--- src/rtl/debounce_scheduler.sv ---
// debounce_scheduler: debounces NUM_BTNS active-low buttons with a single
// shared debounce timer. Each button runs a small tracking FSM; a round-robin
// scheduler lends the timer to one released button at a time and emits a
// one-cycle press pulse when the button is still released at terminal count.
module debounce_scheduler #(
  parameter int NUM_BTNS       = 4,
  parameter int DEBOUNCE_COUNT = 2399999,
  parameter int CNT_WIDTH      = 22
) (
  input  logic                clk,
  input  logic                rst_btn,
  input  logic [NUM_BTNS-1:0] btn,
  output logic [NUM_BTNS-1:0] press_pulse,
  output logic [NUM_BTNS-1:0] grant,
  output logic [NUM_BTNS-1:0] pending,
  output logic                busy
);

  localparam int                   PTR_W   = (NUM_BTNS > 1) ? $clog2(NUM_BTNS) : 1;
  localparam logic [CNT_WIDTH-1:0] TERM    = CNT_WIDTH'(DEBOUNCE_COUNT);
  localparam logic [PTR_W-1:0]     PTR_RST = PTR_W'(NUM_BTNS - 1);
  localparam logic [NUM_BTNS-1:0]  ONE_HOT = {{(NUM_BTNS-1){1'b0}}, 1'b1};

  typedef enum logic [1:0] {
    B_HIGH = 2'd0,
    B_LOW  = 2'd1,
    B_REQ  = 2'd2,
    B_WAIT = 2'd3
  } btn_state_e;

  typedef enum logic [1:0] {
    S_IDLE   = 2'd0,
    S_TIMING = 2'd1
  } sch_state_e;

  // Round-robin search: first requesting index after ptr, wrapping around.
  function automatic logic [PTR_W-1:0] rr_pick(input logic [PTR_W-1:0]    ptr,
                                                input logic [NUM_BTNS-1:0] req);
    logic [PTR_W-1:0] sel;
    logic [PTR_W-1:0] ix;
    logic             found;
    int               idx;
    sel   = ptr;
    found = 1'b0;
    for (int k = 1; k <= NUM_BTNS; k++) begin
      idx = int'(ptr) + k;
      if (idx >= NUM_BTNS) begin
        idx = idx - NUM_BTNS;
      end
      ix = PTR_W'(idx);
      if (!found && req[ix]) begin
        found = 1'b1;
        sel   = ix;
      end
    end
    return sel;
  endfunction

  // Reset: asserted asynchronously by rst_btn low, released on a clock edge.
  logic [1:0] rst_sync_q, rst_sync_d;
  logic       rst_n;

  // Reset release shift path.
  always_comb begin
    rst_sync_d = {rst_sync_q[0], 1'b1};
  end

  // Reset synchronizer flops; cleared straight from the pin.
  always_ff @(posedge clk or negedge rst_btn) begin
    if (!rst_btn) begin
      rst_sync_q <= 2'b00;
    end else begin
      rst_sync_q <= rst_sync_d;
    end
  end

  assign rst_n = rst_sync_q[1];

  logic [NUM_BTNS-1:0]  sync1_q, sync1_d, sync2_q, sync2_d;
  btn_state_e           btn_st_q [NUM_BTNS];
  btn_state_e           btn_st_d [NUM_BTNS];
  sch_state_e           sch_q, sch_d;
  logic [CNT_WIDTH-1:0] timer_q, timer_d;
  logic [PTR_W-1:0]     ptr_q, ptr_d;
  logic [NUM_BTNS-1:0]  grant_q, grant_d;
  logic [NUM_BTNS-1:0]  pulse_q, pulse_d;
  logic [NUM_BTNS-1:0]  pending_q, pending_d;
  logic                 busy_q, busy_d;
  logic [NUM_BTNS-1:0]  cand_s;
  logic [NUM_BTNS-1:0]  grant_new_s;
  logic                 term_s;

  // Two-flop synchronizer inputs for the raw buttons.
  always_comb begin
    sync1_d = btn;
    sync2_d = sync1_q;
  end

  // A button may be granted only while requesting and still released.
  always_comb begin
    for (int i = 0; i < NUM_BTNS; i++) begin
      cand_s[i] = (btn_st_q[i] == B_REQ) && sync2_q[i];
    end
    term_s = (sch_q == S_TIMING) && (timer_q == TERM);
  end

  // Scheduler next state: arbitration, timer and end-of-debounce pulse.
  always_comb begin
    sch_d       = sch_q;
    timer_d     = timer_q;
    ptr_d       = ptr_q;
    grant_d     = grant_q;
    pulse_d     = '0;
    grant_new_s = '0;
    case (sch_q)
      S_IDLE: begin
        timer_d = '0;
        if (|cand_s) begin
          sch_d       = S_TIMING;
          ptr_d       = rr_pick(ptr_q, cand_s);
          grant_new_s = ONE_HOT << rr_pick(ptr_q, cand_s);
          grant_d     = grant_new_s;
        end else begin
          grant_d = '0;
        end
      end
      S_TIMING: begin
        if (term_s) begin
          // Grant is held one more cycle (alongside the pulse) and is
          // replaced or cleared by the IDLE arbitration that follows.
          sch_d   = S_IDLE;
          timer_d = '0;
          if (sync2_q[ptr_q]) begin
            pulse_d[ptr_q] = 1'b1;
          end else begin
            pulse_d = '0;
          end
        end else begin
          timer_d = timer_q + CNT_WIDTH'(1);
        end
      end
      default: begin
        sch_d   = S_IDLE;
        timer_d = '0;
        ptr_d   = PTR_RST;
        grant_d = '0;
      end
    endcase
  end

  // Per-button tracking FSMs plus registered pending/busy flags.
  always_comb begin
    for (int i = 0; i < NUM_BTNS; i++) begin
      btn_st_d[i] = btn_st_q[i];
      case (btn_st_q[i])
        B_HIGH: begin
          if (!sync2_q[i]) btn_st_d[i] = B_LOW;
          else             btn_st_d[i] = B_HIGH;
        end
        B_LOW: begin
          if (sync2_q[i]) btn_st_d[i] = B_REQ;
          else            btn_st_d[i] = B_LOW;
        end
        B_REQ: begin
          // A press in the same cycle withdraws the request before any grant.
          if (!sync2_q[i])         btn_st_d[i] = B_LOW;
          else if (grant_new_s[i]) btn_st_d[i] = B_WAIT;
          else                     btn_st_d[i] = B_REQ;
        end
        B_WAIT: begin
          // Orphaned wait (timer no longer ours) falls back to B_LOW.
          if ((sch_q != S_TIMING) || !grant_q[i]) btn_st_d[i] = B_LOW;
          else if (term_s && sync2_q[i])          btn_st_d[i] = B_HIGH;
          else if (term_s)                        btn_st_d[i] = B_LOW;
          else                                    btn_st_d[i] = B_WAIT;
        end
        default: btn_st_d[i] = B_HIGH;
      endcase
      pending_d[i] = (btn_st_d[i] == B_REQ);
    end
    busy_d = (sch_d == S_TIMING);
  end

  // State and output registers.
  always_ff @(posedge clk or negedge rst_n) begin
    if (!rst_n) begin
      sync1_q   <= '1;
      sync2_q   <= '1;
      sch_q     <= S_IDLE;
      timer_q   <= '0;
      ptr_q     <= PTR_RST;
      grant_q   <= '0;
      pulse_q   <= '0;
      pending_q <= '0;
      busy_q    <= 1'b0;
      for (int i = 0; i < NUM_BTNS; i++) begin
        btn_st_q[i] <= B_HIGH;
      end
    end else begin
      sync1_q   <= sync1_d;
      sync2_q   <= sync2_d;
      sch_q     <= sch_d;
      timer_q   <= timer_d;
      ptr_q     <= ptr_d;
      grant_q   <= grant_d;
      pulse_q   <= pulse_d;
      pending_q <= pending_d;
      busy_q    <= busy_d;
      for (int i = 0; i < NUM_BTNS; i++) begin
        btn_st_q[i] <= btn_st_d[i];
      end
    end
  end

  assign press_pulse = pulse_q;
  assign grant       = grant_q;
  assign pending     = pending_q;
  assign busy        = busy_q;

endmodule

--- config.mk ---
export PLATFORM = sky130hd
export DESIGN_NAME = debounce_scheduler
export DESIGN_NICKNAME = d
export VERILOG_FILES = /design/src/rtl/debounce_scheduler.sv
export SDC_FILE = /design/constraint.sdc
export NUM_CORES = 1
export LEC_CHECK = 0
export CAP_MARGIN = 15
export CORE_ASPECT_RATIO = 0.75
export CORE_MARGIN = 5
export CORE_UTILIZATION = 36
export CTS_CLUSTER_DIAMETER = 120
export DETAILED_ROUTE_END_ITERATION = 6
export GPL_TIMING_DRIVEN = 0
export PLACE_DENSITY = 0.58
export SYNTH_ARGS = -nofsm -noshare
export SYNTH_HDL_FRONTEND = slang
export SYNTH_SLANG_ARGS = --single-unit
--- constraint.sdc ---
create_clock -name clk -period 4 [get_ports clk]
set_clock_uncertainty 0.15 [all_clocks]
set_input_delay 0.8 -clock clk [delete_from_list [all_inputs] [get_ports clk]]
set_output_delay 0.8 -clock clk [all_outputs]
set_load 0.03 [all_outputs]
**Word-level counts from Yosys, hierarchy flattened**

Index checks and enable logic that the tools add are counted.

- Register bits: 57
- Input bits: 6
- Output and inout port bits: 13
- Word-level logic and storage cells: 167

- $add $sub $neg: 9
- Magnitude comparators: 10
- Equal/unequal tests: 21
- Shifts and indexed selects: 1
- Muxes and demuxes: 80
- Bitwise gates (word level): 1
- Reductions and logical operators: 31

Operators with widths:

| kind | number |
|---|---|
| $mux W2 | 37 |
| $mux W22 | 2 |
| $pmux W2 S4 | 4 |
| $eq A2 B2 Y1 const B | 12 |
| $mux W1 | 23 |
| $add A22 B1 Y22 const B | 1 |
| $eq A22 B22 Y1 const B | 1 |
| $mux W4 | 5 |
| $lt A2 B3 Y1 const B | 5 |
| $logic_and A1 B1 Y1 | 13 |
| $eq A2 B1 Y1 const B | 6 |
| $bmux W1 S2 | 5 |
| $logic_not A2 Y1 | 5 |
| $ge A3 B3 Y1 const B | 3 |
| $pmux W2 S2 | 2 |
| $pmux W4 S2 | 1 |
| $sub A2 B1 Y2 const B | 4 |
| $logic_not A1 Y1 | 7 |
| $add A2 B2 Y3 const B | 2 |
| $add A2 B3 Y4 const B | 1 |
| $ge A4 B3 Y1 const B | 1 |
| $logic_or A1 B1 Y1 | 4 |
| $reduce_or A4 Y1 | 1 |
| $shl A1 B2 Y4 const A | 1 |
| 7 further kinds | 7 |

**Longest topological paths before layout**

Gate-level depths: netlist (run 1).

- Word-level depth: 32
- Depth in mapped cells: 8
- Gate-level depth less buffers: 7

**Least setup slack after synthesis (run 1)**

OpenSTA, ideal clock, no wires.

- Path kind: flip-flop to flip-flop
- From: register ptr_q[0]
- To: register ptr_q[1]
- Library setup time: 0.082 ns
- Data arrival time: 2.041 ns
- Required time: 3.768 ns
- Path slack: 1.727 ns
- Stages on the path, launching flop included: 9
- Path buffers: 1
- Period minus slack after synthesis: 2.273 ns
- Cells stage by stage: dfstp_2 > inv_1 > ha_1 > mux4_2 > a21oi_2 > o22ai_1 > and2_1 > buf_6 > a211o_1

- Longest elaborated chain between the ends: 25
- Elaborated cells between the ends (all ways): 53
- Classes of those cells: add/sub: 8; order compare: 4; mux: 35; reduce/logical: 6

RTL lines:

| what | RTL line | source |
|---|---|---|
| from (decl) | 84 | `logic [PTR_W-1:0] ptr_q, ptr_d;` |
| from (signal assigned) | 204 | `ptr_q <= ptr_d;` |
| $add A2 B1 Y3 | 46 | `idx = int'(ptr) + k;` |
| $ge A3 B3 Y1 or $sub A2 B1 Y2 (tied branches) | 47, 48 |  |
| $mux W2 | 47 | `if (idx >= NUM_BTNS) begin` |
| $mux W2 | 118 | `if (\|cand_s) begin` |
| $mux W2 | 115 | `case (sch_q)` |
| $bmux W1 S2 | 51 | `if (!found && req[ix]) begin` |
| $mux W1 (implied by the code) | 51 |  |
| $mux W1 | 51 |  |
| [... 9 more ...] | - |  |
| $mux W1 | 51 |  |
| $mux W1 | 118 |  |
| $mux W1 | 115 |  |
| $logic_not A1 Y1 | 51 |  |
| $logic_and A1 B1 Y1 | 51 |  |
| $mux W2 (*) | 51 |  |
| $mux W2 (*) | 118 |  |
| $pmux W2 S2 (*) | 115 |  |

Mark *: on every way between the ends. The rest lies on a longest branch, timed or not. The select of a mux whose other input is x is not followed.
A chain may end at the register's enable or synchronous reset.

**Worst setup path after layout (run 1)**

- From: register timer_q[0]
- To: register busy_q, in the netlist busy

- Longest elaborated chain between the ends: 5

RTL lines:

| what | RTL line | source |
|---|---|---|
| from (decl) | 83 | `logic [CNT_WIDTH-1:0] timer_q, timer_d;` |
| from (signal assigned) | 203 | `timer_q <= timer_d;` |
| $eq A22 B22 Y1 | 104 | `term_s = (sch_q == S_TIMING) && (timer_q == TERM);` |
| $logic_and A1 B1 Y1 | 104 |  |
| $mux W2 | 128 | `if (term_s) begin` |
| $pmux W2 S2 | 115 |  |
| $eq A2 B1 Y1 | 181 | `busy_d = (sch_d == S_TIMING);` |
| via busy_d | 88 | `logic busy_q, busy_d;` |
| to (signal assigned) | 208 | `busy_q <= busy_d;` |
| to (decl) | 88 |  |

The timed path passes the listed nets, and every way through them passes these cells.

==> results of run 1 <==
## cells by family (layout without fill, tap and decap cells)
logic type | count (synthesis) | in the layout | synth area share
other cells | 2 | 2 | 0.002763
xor+xnor | 23 | 23 | 0.07412
buf+inv | 12 | 47 | 0.02072
mux | 7 | 7 | 0.04281
simple gates | 110 | 110 | 0.2215
flops | 57 | 57 | 0.5295
compound gates | 35 | 35 | 0.08563
fa+ha+maj | 5 | 5 | 0.02302
## path summary, 6_finish.rpt
path                               start             to  slack, ns  cells after the start
min                        rst_sync_q[1]       grant[2]       0.04                      0
min in group clk           rst_sync_q[0]  rst_sync_q[1]       0.20                      0
max reg2reg                   timer_q[0]           busy       1.46                      6
max in group asynchronous  rst_sync_q[1]     sync2_q[1]       3.06                      1
max                           timer_q[0]           busy       1.46                      6
min reg2reg                rst_sync_q[1]       grant[2]       0.04                      0
## cell type report
class                      count  area [µm²]  area share
clock buffer                  11       141.4     0.04361
clock inverter                 5       55.05     0.01698
inverter                       7       26.28    0.008105
tap                          101       126.4     0.03898
sequential                    57        1440      0.4442
multi-input combinational    182        1222      0.3771
buffer                         5       30.03    0.009263
timing repair buffer          19       200.2     0.06175
## flip-flops by register name, summed over array words and instances (netlist names)
register     cells
sync1_q          4
sch_q            2
timer_q         22
pending          4
ptr_q            2
btn_st_q         8
busy             1
grant            4
rst_sync_q       2
press_pulse      4
sync2_q          4
## report_power, final
group / total [µW] / internal [µW] / switching, µW
registers: 647 / 612 / 35.3
logic: 178 / 77.7 / 100
clock network: 529 / 302 / 227
total: 1350 / 992 / 362
## worst register-to-register path: stages (launching register included)
cell and delay (ns):
dfrtp_1 0.39, ha_1 0.22, nand4_1 0.26, nor4_2 0.80, nand2b_1 0.27, buf_2 0.24
nand2_1 0.09
## layer usage
metal	vias up	share of wire
met5	-	0
met4	0	0.016
met3	8	0.049
met2	35	0.41
met1	922	0.52
li1	936	-
## layout by cell type (no fill, tap or decap), types with 3 or more instances in the layout
cell and instances:
nand2_1 21, nand3_1 16, and3_1 9, dfstp_2 10, clkbuf_8 10, and2_1 6, o211ai_1 5, xnor2_1 11
inv_1 7, a31oi_1 4, nand2b_1 3, a21oi_1 4, clkdlybuf4s50_1 18, buf_2 3, nor2_1 31, o21ai_0 11
xor2_1 12, ha_1 5, dfrtp_1 46, mux4_2 3
## stage by stage
step	utilization	instances	total power, µW
floorplan	-	251	774.2
global placement	0.4125	370	832.0
detailed placement	0.4154	371	835.7
CTS	0.4422	387	1374
global route	0.4422	387	1417
finish	0.4422	387	1354
==> results_dict.tcl, run 1 <==
set metrics [dict create \
    vias 1901 \
    grt_max_degree 40 \
    finish.instance_area_mm2 0.003242 \
    grt_util_met3 0.03726 \
    ant_nets 0 \
    whs_ns 0.04262 \
    grt_pass1_wl_um 8942 \
    crit_buf_inv 1 \
    first_iter_violations 78 \
    antenna_found_initial 0 \
    fin_crit_sh 0.6346 \
    synth_top_cell_by_area "dfrtp_1" \
    syn-instance-count 251 \
    core_mm2 0.007331 \
    clk_pin_slew_ns 0.07 \
    fmax_mhz 394.0 \
    placed_cell_area_mm2 0.003045 \
    row_count 27 \
    initial_core_util 0.3707 \
    yosys-top-cells-area "dfrtp_1 43%, dfstp_2 9.7%, nor2_1 4.3%" \
    clk_latency_ns 0.33 \
    cts.sinks 57 \
    n_fill_cell 703 \
    slew_headroom 0.4164 \
    cts_inserted_buffers 9 \
    crit_path_end_kind "register" \
    worstPathCellList "ha_1 > nand4_1 > nor4_2 > nand2b_1 > buf_2 > nand2_1" \
    slew_viol_final 0 \
    wl_per_cell_um 13.54 \
    track_usage 0.1224 \
    path_class "reg -> reg" \
    diodes 0 \
    met2_usage 0.1657 \
    dieArea_mm2 0.009405 \
    hold_buffers 0 \
    die_height_um 85.25 \
    required_ns 4.06 \
    synth-seq-cells 57 \
    gr-total-overflow 0 \
    max_stage_delay_ns 0.79 \
    worst_pin_slew_ns 0.8682 \
    maxCapViolCount 0 \
    power.density_mw_per_mm2 417.7 \
    grt_pass1_vias 1805 \
    fin_tns_setup_ns 0 \
    p_leak_uw 0.001394 \
    yosysMostFrequentCell "dfrtp_1" \
    dp_slack_ns 1.452 \
    outcome "completed" \
    ys_types 47 \
    gp_congestion 0.8143 \
    peakVddDrop_mv 0.1761 \
    setup_ws_ns 1.462 \
    yosys-top-cells-count "47 x dfrtp_1, 31 x nor2_1, 21 x nand2_1, 16 x nand3_1, 12 x xor2_1" \
    synthToLayoutAreaGrowth_pct 19.29 \
    syn_area_per_cell_um2 10.83 \
    cts_resized 0 \
    rsz0062_at_grt "false" \
    critPathSlowestCell "nor4_2" \
    die-width_um 110.3 \
    syn_area_mm2 0.002718 \
    finalHoldViolCount 0 \
    start_kind "register" \
    vias_per_cell 4.912 \
    setup_viol 0 \
    cts_tree "done" \
    cts_buffer_depth 2 \
    ys_warn_count 0 \
    drive_gt1_frac 0.1643 \
    clockRootBuffer "clkbuf_8" \
    critical-path-top-delay-family "simple AND/OR/NAND/NOR gates" \
    hold_path.class "reg -> async" \
    finalNetCount 292 \
    async_reset_ff_frac 1.000 \
    finalWirelength_um 5241 \
    ios 19 \
    synth_fp_nets 262 \
    cts_setup_buffers 0 \
    synth_edf_count 0 \
    ys.flop_type "dfrtp_1" \
    min_period_ns 2.538 \
    route.detailed.drc 0 \
    first_pass_iters 4 \
    port_buffers 18 \
    grt.busiest_layer "met1" \
    seq_area_frac_synth 0.5295 \
    yosys.area.top_type_share 0.4328 \
    cts_htree_levels 3 \
    path_max_fanout 10 \
    grt_util_met1 0.1808 \
    arrival_ns 2.60 \
    hpwl_um 3657 \
]
(Power assumes the default switching activity.)
==> run 2, diff against run 1 <==
--- a/config.mk
+++ b/config.mk
@@ -12,7 +12,7 @@
 export CTS_CLUSTER_DIAMETER = 120
 export DETAILED_ROUTE_END_ITERATION = 6
 export GPL_TIMING_DRIVEN = 0
-export PLACE_DENSITY = 0.58
+export PLACE_DENSITY = 0.6
 export SYNTH_ARGS = -nofsm -noshare
 export SYNTH_HDL_FRONTEND = slang
 export SYNTH_SLANG_ARGS = --single-unit
==> constraint.sdc (replaced) <==
create_clock -name clk -period 2.05 [get_ports clk]
set_clock_uncertainty 0.15 [all_clocks]
set_input_delay 0.41 -clock clk [delete_from_list [all_inputs] [get_ports clk]]
set_output_delay 0.41 -clock clk [all_outputs]
set_load 0.03 [all_outputs]
==> results_dict.tcl, run 2 (synthesized netlist as in run 1, its figures left out) <==
set metrics [dict create \
    placed_cell_area_mm2 0.003060 \
    min_period_ns 2.269 \
    worst_pin_slew_ns 0.5765 \
    cts_tree "done" \
    die_height_um 85.25 \
    cts_buffer_depth 2 \
    grt_util_met1 0.1997 \
    ios 19 \
    grt_pass1_vias 1979 \
    peakVddDrop_mv 0.4392 \
    cts.sinks 57 \
    cts_htree_levels 3 \
    layout_common_cells "45 x dfrtp_1, 19 x buf_4, 18 x nand2_1, 16 x clkdlybuf4s50_1, 15 x nand3_1" \
    p_leak_uw 0.001616 \
    antenna_found_initial 0 \
    port_buffers 18 \
    core_mm2 0.007331 \
    vias 2011 \
    synthToLayoutAreaGrowth_pct 37.25 \
    crit_path_end_kind "register" \
    ant_nets 0 \
    setup_viol 14 \
    maxCapViolCount 0 \
    power.density_mw_per_mm2 735.3 \
    first_pass_iters 4 \
    arrival_ns 2.36 \
    critical-path-top-delay-family "multiplexers" \
    clk_latency_ns 0.34 \
    worstPathCellList "buf_6 > mux4_2 > a21oi_4 > nor2b_4 > mux2_4 > a211oi_2" \
    gr-total-overflow 0 \
    route.detailed.drc 0 \
    met2_usage 0.1889 \
    n_fill_cell 640 \
    multi_input_area_mm2 0.001479 \
    required_ns 2.14 \
    critPathSlowestCell "dfstp_2" \
    fmax_mhz 440.7 \
    finalWirelength_um 6090 \
    first_iter_violations 73 \
    setup_ws_ns -0.2190 \
    finish.instance_area_mm2 0.003730 \
    cts_inserted_buffers 9 \
    crit_buf_inv 1 \
    grt_pass1_wl_um 9922 \
    die-width_um 110.3 \
    slew_headroom 0.6157 \
    dieArea_mm2 0.009405 \
    clk_pin_slew_ns 0.06 \
    drive_gt1_frac 0.3442 \
    row_count 27 \
    path_class "reg -> reg" \
    seq_area_mm2 0.001441 \
    whs_ns 0.07903 \
    reg.largest.list "timer_q (22), btn_st_q (8)" \
    slew_viol_final 0 \
    track_usage 0.1378 \
    finalNetCount 314 \
    wl_per_cell_um 14.89 \
    hpwl_um 3799 \
    hold_buffers 0 \
    diodes 0 \
    initial_core_util 0.3707 \
    fin_crit_sh 1.107 \
    largest-register "timer_q" \
    start_kind "register" \
    r2r_slack_ns -0.22 \
    violations "negative setup slack" \
    hold_path.class "in -> async" \
    final_util 0.5088 \
    rsz0062_at_grt "true" \
    grt_max_degree 32 \
    finalHoldViolCount 0 \
    gp_congestion 0.8270 \
    grt.busiest_layer "met1" \
    grt_util_met3 0.05323 \
    vias_per_cell 4.917 \
    outcome "finished with violations" \
    clockRootBuffer "clkbuf_8" \
    layout_commonest_cell "dfrtp_1" \
    path_max_fanout 8 \
    max_stage_delay_ns 0.57 \
    largest_reg_flops 22 \
]
[run 2: area by class of cell]
cell class | count | area share
plain buffers | 4 | 0.01208
clock buffers | 12 | 0.03623
clock inverters | 4 | 0.01208
inverters | 7 | 0.007716
multi-input cells | 182 | 0.3965
flip-flops and latches | 57 | 0.3864
well taps | 101 | 0.03388
repair buffers | 42 | 0.1151
[run 2: what timing repair did]
action	in CTS	in global routing
buffers inserted	18	3
pin swaps	10	22
resized for setup	28	47
cloned	0	2
endpoints found under the setup margin	45	46
[run 2: final timing paths]
kind | cells past startpoint | endpoint | from
worst max-delay path | 6 | pending[2] | ptr_q[0]
worst min-delay path | 1 | rst_sync_q[0] | rst_btn
worst max register to register | 6 | pending[2] | ptr_q[0]
worst min register to register | 0 | pending[2] | rst_sync_q[1]
max in group asynchronous | 1 | ptr_q[1] | rst_sync_q[1]
min in group clk | 0 | rst_sync_q[1] | rst_sync_q[0]
[run 2: layer usage]
metal / up-vias / wire (µm)
li1: 981 / -
met1: 988 / 3049
met2: 35 / 2701
met3: 7 / 263
met4: 0 / 76
met5: - / 0
[run 2: power breakdown]
part / internal (µW) / leakage [µW] / switching [µW]
clock: 556 / 0.0000941 / 444
combinational: 226 / 0.000792 / 258
sequential: 1190 / 0.000730 / 65.0
[run 2: metrics by stage]
step                setup slack (ns)  TNS (ns)  std cells  total power (µW)
floorplan                    -0.1178   -0.5139        251              1518
global placement             -0.5185    -37.43        370              1631
detailed placement           -0.5348    -17.70        371              1642
CTS                          -0.1969    -1.633        404              2707
global route                 -0.2991    -4.897        409              2875
finish                       -0.2190    -2.178        409              2743
